## src/rtl/rca_pkg.sv

```systemverilog
// Shared definitions for the sequential ripple-carry adder/subtractor.
//   state_t    : FSM state encoding (IDLE, RUN)
//   DEF_WIDTH  : default operand width
//   DEF_CHUNK  : default ripple slice width
//   add_ref    : behavioural reference returning {cout, s} for the default width
package rca_pkg;

    localparam int unsigned DEF_WIDTH = 16;
    localparam int unsigned DEF_CHUNK = 4;

    typedef enum logic {
        IDLE = 1'b0,
        RUN  = 1'b1
    } state_t;

    function automatic logic [DEF_WIDTH:0] add_ref(
        input logic [DEF_WIDTH-1:0] a,
        input logic [DEF_WIDTH-1:0] b,
        input logic                 cin,
        input logic                 sub
    );
        logic [DEF_WIDTH:0] ea;
        logic [DEF_WIDTH:0] eb;
        logic [DEF_WIDTH:0] ec;
        ea = {1'b0, a};
        eb = sub ? {1'b0, ~b} : {1'b0, b};
        ec = {{DEF_WIDTH{1'b0}}, (sub ? 1'b1 : cin)};
        return ea + eb + ec;
    endfunction

endpackage

```

## src/rtl/rca_seq_adder_if.sv

```systemverilog
// Start/done handshake bundle for rca_seq_adder.
//   master : drives start, a, b, cin, sub; observes ready, s, cout, ovf, done
//   slave  : the adder side of the same signals
interface rca_seq_adder_if #(
    parameter int unsigned WIDTH = rca_pkg::DEF_WIDTH
);
    logic             start;
    logic [WIDTH-1:0] a;
    logic [WIDTH-1:0] b;
    logic             cin;
    logic             sub;
    logic             ready;
    logic [WIDTH-1:0] s;
    logic             cout;
    logic             ovf;
    logic             done;

    modport master (
        output start, a, b, cin, sub,
        input  ready, s, cout, ovf, done
    );

    modport slave (
        input  start, a, b, cin, sub,
        output ready, s, cout, ovf, done
    );
endinterface

```

## src/rtl/rca_chunk.sv

```systemverilog
// Combinational CHUNK-bit ripple-carry slice built from full-adder cells.
//   a, b : slice operands
//   cin  : carry into bit 0
//   s    : slice sum
//   cout : carry out of bit CHUNK-1
module rca_chunk #(
    parameter int unsigned CHUNK = rca_pkg::DEF_CHUNK
) (
    input  logic [CHUNK-1:0] a,
    input  logic [CHUNK-1:0] b,
    input  logic             cin,
    output logic [CHUNK-1:0] s,
    output logic             cout
);
    logic [CHUNK:0] c;

    always_comb begin
        c    = '0;
        s    = '0;
        c[0] = cin;
        for (int unsigned i = 0; i < CHUNK; i++) begin
            s[i]   = a[i] ^ b[i] ^ c[i];
            c[i+1] = (a[i] & b[i]) | (c[i] & (a[i] ^ b[i]));
        end
    end

    assign cout = c[CHUNK];
endmodule

```

## src/rtl/rca_seq_adder.sv

```systemverilog
// Multi-cycle ripple-carry adder/subtractor: CHUNK bits per clock over
// WIDTH/CHUNK cycles, behind a start/ready/done handshake.
//   clk : rising-edge clock
//   rst : synchronous active-high reset
//   bus : slave side of rca_seq_adder_if (start, a, b, cin, sub in;
//         ready, s, cout, ovf, done out)
module rca_seq_adder
    import rca_pkg::*;
#(
    parameter int unsigned WIDTH = DEF_WIDTH,
    parameter int unsigned CHUNK = DEF_CHUNK
) (
    input  logic          clk,
    input  logic          rst,
    rca_seq_adder_if.slave bus
);
    localparam int unsigned NCHUNK = WIDTH / CHUNK;
    localparam int unsigned IDXW   = (NCHUNK > 1) ? $clog2(NCHUNK) : 1;

    state_t            state, state_nxt;
    logic [IDXW-1:0]   idx;
    logic              carry;
    logic [WIDTH-1:0]  a_q;
    logic [WIDTH-1:0]  b_q;     // effective B, already inverted for subtract
    logic [WIDTH-1:0]  acc;
    logic [WIDTH-1:0]  acc_nxt;
    logic [CHUNK-1:0]  sl_a, sl_b, sl_s;
    logic              sl_co;
    logic              last;
    logic [WIDTH-1:0]  s_q;
    logic              cout_q, ovf_q, done_q;

    assign last = (idx == IDXW'(NCHUNK - 1));

    // State register
    always_ff @(posedge clk) begin
        if (rst) state <= IDLE;
        else     state <= state_nxt;
    end

    // Next-state logic
    always_comb begin
        state_nxt = state;
        case (state)
            IDLE:    if (bus.start) state_nxt = RUN;
            RUN:     if (last)      state_nxt = IDLE;
            default: state_nxt = IDLE;
        endcase
    end

    // Output logic
    always_comb begin
        bus.ready = (state == IDLE);
    end

    // Select the active chunk and merge its sum into the accumulator so the
    // final edge can publish the complete result without a further cycle.
    always_comb begin
        sl_a    = a_q[int'(idx) * CHUNK +: CHUNK];
        sl_b    = b_q[int'(idx) * CHUNK +: CHUNK];
        acc_nxt = acc;
        acc_nxt[int'(idx) * CHUNK +: CHUNK] = sl_s;
    end

    rca_chunk #(.CHUNK(CHUNK)) u_chunk (
        .a    (sl_a),
        .b    (sl_b),
        .cin  (carry),
        .s    (sl_s),
        .cout (sl_co)
    );

    always_ff @(posedge clk) begin
        if (rst) begin
            idx    <= '0;
            carry  <= 1'b0;
            a_q    <= '0;
            b_q    <= '0;
            acc    <= '0;
            s_q    <= '0;
            cout_q <= 1'b0;
            ovf_q  <= 1'b0;
            done_q <= 1'b0;
        end else begin
            done_q <= 1'b0;
            case (state)
                IDLE: begin
                    if (bus.start) begin
                        a_q   <= bus.a;
                        b_q   <= bus.sub ? ~bus.b : bus.b;
                        carry <= bus.sub | bus.cin;
                        idx   <= '0;
                    end
                end
                RUN: begin
                    acc   <= acc_nxt;
                    carry <= sl_co;
                    if (last) begin
                        idx    <= '0;
                        s_q    <= acc_nxt;
                        cout_q <= sl_co;
                        ovf_q  <= (a_q[WIDTH-1] == b_q[WIDTH-1]) &&
                                  (acc_nxt[WIDTH-1] != a_q[WIDTH-1]);
                        done_q <= 1'b1;
                    end else begin
                        idx <= idx + IDXW'(1);
                    end
                end
                default: ;
            endcase
        end
    end

    assign bus.s    = s_q;
    assign bus.cout = cout_q;
    assign bus.ovf  = ovf_q;
    assign bus.done = done_q;
endmodule

```

## src/flat_wrapper.sv

```systemverilog
// flat-port wrapper written by rule: the top's interface ports become plain ports
module rca_seq_adder_flat import rca_pkg::*;
#(
    parameter int unsigned WIDTH = DEF_WIDTH,
    parameter int unsigned CHUNK = DEF_CHUNK
)
  (clk, rst, bus_start, bus_a, bus_b, bus_cin, bus_sub, bus_ready, bus_s, bus_cout, bus_ovf, bus_done);
  rca_seq_adder_if #(.WIDTH(WIDTH)) bus_i ();
  input  logic clk;
  input  logic rst;
  input wire logic [$bits(bus_i.start)-1:0] bus_start;
  input wire logic [$bits(bus_i.a)-1:0] bus_a;
  input wire logic [$bits(bus_i.b)-1:0] bus_b;
  input wire logic [$bits(bus_i.cin)-1:0] bus_cin;
  input wire logic [$bits(bus_i.sub)-1:0] bus_sub;
  output wire logic [$bits(bus_i.ready)-1:0] bus_ready;
  output wire logic [$bits(bus_i.s)-1:0] bus_s;
  output wire logic [$bits(bus_i.cout)-1:0] bus_cout;
  output wire logic [$bits(bus_i.ovf)-1:0] bus_ovf;
  output wire logic [$bits(bus_i.done)-1:0] bus_done;
  assign bus_i.start = bus_start;
  assign bus_i.a = bus_a;
  assign bus_i.b = bus_b;
  assign bus_i.cin = bus_cin;
  assign bus_i.sub = bus_sub;
  assign bus_ready = bus_i.ready;
  assign bus_s = bus_i.s;
  assign bus_cout = bus_i.cout;
  assign bus_ovf = bus_i.ovf;
  assign bus_done = bus_i.done;
  rca_seq_adder #(.WIDTH(WIDTH), .CHUNK(CHUNK)) u_core (.clk(clk), .rst(rst), .bus(bus_i));
endmodule
```

## config.mk

```make
export PLATFORM = sky130hd
export DESIGN_NAME = rca_seq_adder_flat
export DESIGN_NICKNAME = d
export VERILOG_FILES = /design/src/rtl/rca_pkg.sv /design/src/rtl/rca_seq_adder_if.sv /design/src/rtl/rca_chunk.sv /design/src/rtl/rca_seq_adder.sv /design/src/flat_wrapper.sv
export SDC_FILE = /design/constraint.sdc
export NUM_CORES = 1
export LEC_CHECK = 0
export BUFFER_PORTS_ARGS = -buffer_cell sky130_fd_sc_hd__buf_2
export CORE_MARGIN = 3
export CORE_UTILIZATION = 50
export DETAILED_ROUTE_END_ITERATION = 16
export MAX_ROUTING_LAYER = met4
export PLACE_DENSITY = 0.72
export SLEW_MARGIN = 5
export SYNTH_ARGS = -nofsm -noshare
export SYNTH_HDL_FRONTEND = slang
export SYNTH_SLANG_ARGS = --single-unit
```

## constraint.sdc

```tcl
create_clock -name clk -period 8.75 [get_ports clk]
set_clock_uncertainty 0.15 [all_clocks]
set_input_delay 0 -clock clk [delete_from_list [all_inputs] [get_ports clk]]
set_output_delay 0 -clock clk [all_outputs]
set_load 0.1 [all_outputs]
```

; ---- Word-level counts from Yosys, hierarchy flattened
; Index checks and enable logic that the tools add are counted.
[totals]
register_bits = 71
input_bits = 37
[classes]
n_reduce_logical = 4
n_eq_ne = 4
n_bitwise = 23
add_sub_neg = 2
muxes = 11
n_shift = 4
[ops]
columns = cell, n
row1 = $neg A4 Y34, 1
row2 = $shift A4 B34 Y16 const A, 1
row3 = $shiftx A4 B34 Y16, 1
row4 = $shiftx A16 B5 Y4, 2
row5 = $bwmux W16, 1
row6 = $mux W16, 1
row7 = $not A16 Y16, 1
row8 = $and A1 B1 Y1, 8
row9 = $xor A1 B1 Y1, 8
row10 = $or A1 B1 Y1, 5
row11 = $mux W1, 4
row12 = $mux W2, 2
row13 = $pmux W1 S2, 2
row14 = $pmux W2 S2, 1
row15 = $reduce_and A2 Y1, 2
row16 = $add A2 B1 Y2 const B, 1
row17 = $eq A2 B2 Y1 const B, 1
row18 = $ne A2 B2 Y1 const B, 1
row19 = $reduce_or A2 Y1, 1
row20 = $eq A1 B1 Y1, 1
row21 = $logic_and A1 B1 Y1, 1
row22 = $ne A1 B1 Y1, 1
row23 = $not A1 Y1, 1

; ---- Longest topological paths before layout
[depth]
depth_word = 13
mapped_depth = 13
ltp_nobuf = 11

; ---- Modules after synthesis
; A second synthesis with hierarchy kept.
[hier_totals]
cells_unflattened = 360
hier_area_um2 = 3284.4
[modules_own_cells]
columns = mod, instances, seq_area_each_um2, area_per_inst_um2, cells_each
row1 = rca_seq_adder, 1, 1421.4, 3166.8, 346
row2 = rca_chunk, 1, 0.0, 117.6, 14

; ---- Worst setup path after synthesis
; Ideal clock, no wire load.
[synth_path]
kind = flip-flop to flip-flop
startpoint = register u_core.idx[0]
endpoint = register u_core.ovf_q (netlist: u_core.bus.ovf)
setup_ns = 0.091
required_time_ns = 8.509
path_stages_with_launch = 14
synth_period_minus_slack_ns = 3.344
arrival_time_ns = 3.103
setup_slack_ns = 5.406
cell_sequence = dfxtp_1 > buf_6 > mux4_2 > inv_1 > fa_1 > inv_1 > fa_1 > inv_1 > fa_1 > inv_1 > fa_1 > clkbuf_1 > a211o_1 > a311oi_1
[synth_via]
elab_chain_cells = 13
[synth_lines]
columns = item, line
row1 = from (decl), rca_seq_adder.sv:21  ; logic [IDXW-1:0] idx;
row2 = from (signal assigned), rca_seq_adder.sv:106  ; idx <= idx + IDXW'(1);
row3 = $shiftx A16 B5 Y4 (on tied branches), "rca_seq_adder.sv:59, rca_seq_adder.sv:60"
row4 = $xor A1 B1 Y1, "rca_chunk.sv:22, rca_chunk.sv:23"
row5 = $and A1 B1 Y1, rca_chunk.sv:23  ; c[i+1] = (a[i] & b[i]) | (c[i] & (a[i] ^ b[i]));
row6 = $or A1 B1 Y1, rca_chunk.sv:23
row7 = $and A1 B1 Y1, rca_chunk.sv:23
row8 = $or A1 B1 Y1, rca_chunk.sv:23
row9 = $and A1 B1 Y1, rca_chunk.sv:23
row10 = $or A1 B1 Y1, rca_chunk.sv:23
row11 = $xor A1 B1 Y1, rca_chunk.sv:22  ; s[i] = a[i] ^ b[i] ^ c[i];
row12 = $shiftx A4 B34 Y16, rca_seq_adder.sv:62  ; acc_nxt[int'(idx) * CHUNK +: CHUNK] = sl_s;
row13 = $bwmux W16, rca_seq_adder.sv:62
row14 = $ne A1 B1 Y1, rca_seq_adder.sv:103  ; (acc_nxt[WIDTH-1] != a_q[WIDTH-1]);
row15 = $logic_and A1 B1 Y1, rca_seq_adder.sv:102  ; ovf_q <= (a_q[WIDTH-1] == b_q[WIDTH-1]) &&
row16 = to (signal assigned), rca_seq_adder.sv:102
row17 = to (decl), rca_seq_adder.sv:31  ; logic cout_q, ovf_q, done_q;
; Parallel ways exist; a longest one is shown, timed or not.
; A chain may end at the register's enable or synchronous reset.

; ---- Worst setup path after layout
; Ends and elaborated chain as after synthesis.

==> impl_metrics.tcl <==
set metrics [dict create \
    status "finished, final reports clean" \
    dp_cells 458 \
    nNetsFinal 474 \
    drv_slew 0 \
    vias 2772 \
    port_buffers 56 \
    ant_nets 0 \
    fmax_mhz 268 \
    worstPathArrival_ns 3.83 \
    clockBufferDepth 2 \
    synthesis.nets 400 \
    whs_endpoint "u_core.b_q[9]" \
    fin_area_sq_mm 0.00405 \
    placed_area_sq_mm 0.00352 \
    drv_cap 0 \
    tightest_slew_ns 1.00 \
    drc 0 \
    numCtsBuffers 9 \
    firstDrtPassIters 4 \
    drt-wirelength-per-cell_microns 14.7 \
    hpwl_microns 4630 \
    min_path_type "in -> reg" \
    overflow 0 \
    routed_wl_microns 7460 \
    path_cells "mux4_2 > inv_1 > fa_1 > inv_1 > fa_1 > inv_1 > fa_1 > inv_1 > fa_1 > a211o_1 > a311oi_1" \
    cts_max_level 3 \
    critical_path_class "reg -> reg" \
    critical_path_peak_fanout 19 \
    worstPathRequired_ns 8.85 \
    r2r_cells 11 \
    clock_latency_ns 0.34 \
    place.gp.congestion 0.792 \
    drt_iter0_markers 151 \
    drive_gt1_share_pct 20.7 \
    fin_cells 507 \
    clk_pin_slew_ns 0.07 \
    grt_pass1_wl_microns 12900 \
    r2r_setup_slack_ns 5.02 \
    cpPeakStageDelay_ns 0.78 \
    grt_start_max_net_pins 72 \
    cts_tree "built" \
    fin_util_pct 63.4 \
    ys_warn_count 0 \
    synth.cell_area_sq_mm 0.00332 \
    synthCells 353 \
    p_per_area_mw_per_mm2 173 \
    avgSynthCellArea_sq_um 9.40 \
    antenna_found_initial 0 \
    rsz0062_at_grt "false" \
    hold_start "bus_sub" \
    dieArea_sq_mm 0.00765 \
    slew_headroom_pct 33.0 \
    coreArea_sq_mm 0.00639 \
    ys_seq_elements 71 \
    leakage_uw 0.00164 \
    rows 29 \
    synth_area_leaders "dfxtp_1 (43%), nor2_1 (6.1%), mux4_2 (4.8%)" \
    r2r_end "u_core.bus.ovf" \
    die_w_microns 87.5 \
    fin_crit_ns 3.73 \
    antenna_cells 0 \
    vias_per_cell 5.47 \
    synth.largest_area_cell "dfxtp_1" \
    cts.sinks 71 \
    hold_viol 0 \
    fin_tns_setup_ns 0 \
    startpoint_type "flip-flop" \
    fillers 545 \
    io_pins 57 \
    die_y_microns 87.5 \
    setup_viol 0 \
    start_util_pct 51.9 \
    end_kind "flip-flop" \
    hold_path_depth 3 \
    syn_to_final_growth_pct 22.1 \
    timing.rr.start "u_core.idx[0]" \
    ys_types 34 \
    cpMaxStageDelayCell "dfxtp_1" \
    grt_pass1_vias 2712 \
    ys_seq_area_share_pct 42.9 \
    netlist.area_leader.share_pct 42.9 \
    cts-root-buf "clkbuf_8" \
    fin_crit_sh_pct 42.6 \
    irDropWorstVdd_v 0.000130 \
    grt_use_total_pct 22.2 \
]
==> where the power goes <==
part           internal [uW]  total, uW  switching (uW)
combinational           48.3        112            64.1
sequential               337        347            10.4
clock                    131        242             111
total                    516        702             186
==> what timing repair did <==
item	4_1_cts	5_1_grt
hold buffers	35	0
setup buffers	0	0
hold endpoints to repair	35	0
gates resized for setup	0	0
==> flip-flops by register name, summed over array words and instances (netlist names) <==
signal	flops
u_core.state	1
u_core.a_q	16
u_core.bus.cout	1
u_core.bus.ovf	1
u_core.bus.done	1
u_core.bus.s	16
u_core.acc	16
u_core.b_q	16
u_core.carry	1
u_core.idx	2
==> metrics by stage <==
step                      worst slack (ns)  power (uW)  hold slack, ns
after floorplan                       5.41         430         -0.0140
after CTS                             5.01         707          0.0573
after global placement                5.11         451          0.0920
final                                 5.02         702          0.0731
after detailed placement              5.03         453          0.0970
after global routing                  4.76         737          0.0949
==> area by class of cell <==
class / instances / area, sq um / share of cell area, %
Clock buffer: 14 / 183 / 4.51
Inverter: 17 / 63.8 / 1.58
Multi-Input combinational cell: 235 / 1640 / 40.5
Sequential cell: 71 / 1420 / 35.1
Tap cell: 77 / 96.3 / 2.38
Timing Repair Buffer: 93 / 646 / 15.9
==> per-layer routing <==
metal  routed length [microns]  global-route usage, %
met3                       390                   7.19
met2                      3670                   34.6
met4                       142                   9.07
met5                         0                      -
met1                      3250                   26.5
==> worst max-delay path by stage <==
stage / from / end / slack (ns)
finish: u_core.idx[0] / u_core.bus.ovf / 5.02
global route: u_core.idx[0] / u_core.bus.ovf / 4.76
CTS: u_core.idx[0] / u_core.bus.ovf / 5.01
detailed placement: u_core.idx[0] / u_core.bus.ovf / 5.03
global placement: u_core.idx[0] / u_core.bus.ovf / 5.11
floorplan: u_core.idx[0] / u_core.bus.ovf / 5.41
==> kinds of logic after synthesis <==
| kind of cell | Yosys count | synth area share [%] |
|---|---|---|
| mux | 8 | 5.55 |
| flops | 71 | 42.9 |
| compound gates | 73 | 17.5 |
| xor+xnor | 16 | 4.22 |
| fa+ha+maj | 10 | 4.68 |
| buf+inv | 47 | 7.81 |
| simple gates | 128 | 17.4 |
==> cell usage in the layout, fill, tap and decap left out <==
master / instances
a211o_1: 1
nand4_1: 1
dlygate4sd3_1: 35
nor3_1: 16
nand2b_1: 3
inv_1: 17
ha_1: 6
and4b_1: 1
a22oi_1: 8
clkbuf_1: 1
a32oi_1: 8
a221oi_1: 10
nand2_2: 1
mux4_1: 1
xnor2_1: 16
nor2b_4: 1
and2_1: 1
nand2_1: 40
nor4bb_1: 1
and4bb_1: 3
clkbuf_8: 13
nor2_1: 54
fa_1: 4
o221ai_1: 1
buf_4: 2
a311oi_1: 1
dfxtp_1: 71
a221oi_2: 5
mux4_2: 7
a21oi_1: 21
a211oi_2: 4
buf_2: 56
a211oi_1: 14
nor2b_1: 3
nor3b_1: 3
==> worst max-delay path, delay by kind of cell, from the launching register on <==
kind,cells,cell delay [ns]
DFF,1,0.78
AOI/OAI and AO/OA,2,0.57
adders and majority gates,4,1.31
muxes,1,0.58
buffers and inverters,4,0.25
==> Yosys cell counts (all sizes together) <==
cell	instances
mux4	8
a311oi	1
nor2b	4
dfxtp	71
nor3	16
and4bb	3
inv	17
buf	21
a32oi	8
nor3b	3
a21oi	21
nand4	1
a22oi	8
ha	6
a211oi	18
clkbuf	9
fa	4
and2	1
nor4bb	1
o221ai	1
xnor2	16
a211o	1
and4b	1
nand2b	3
nor2	54
a221oi	15
nand2	41
No activity file was read; power rests on OpenSTA's default activity.
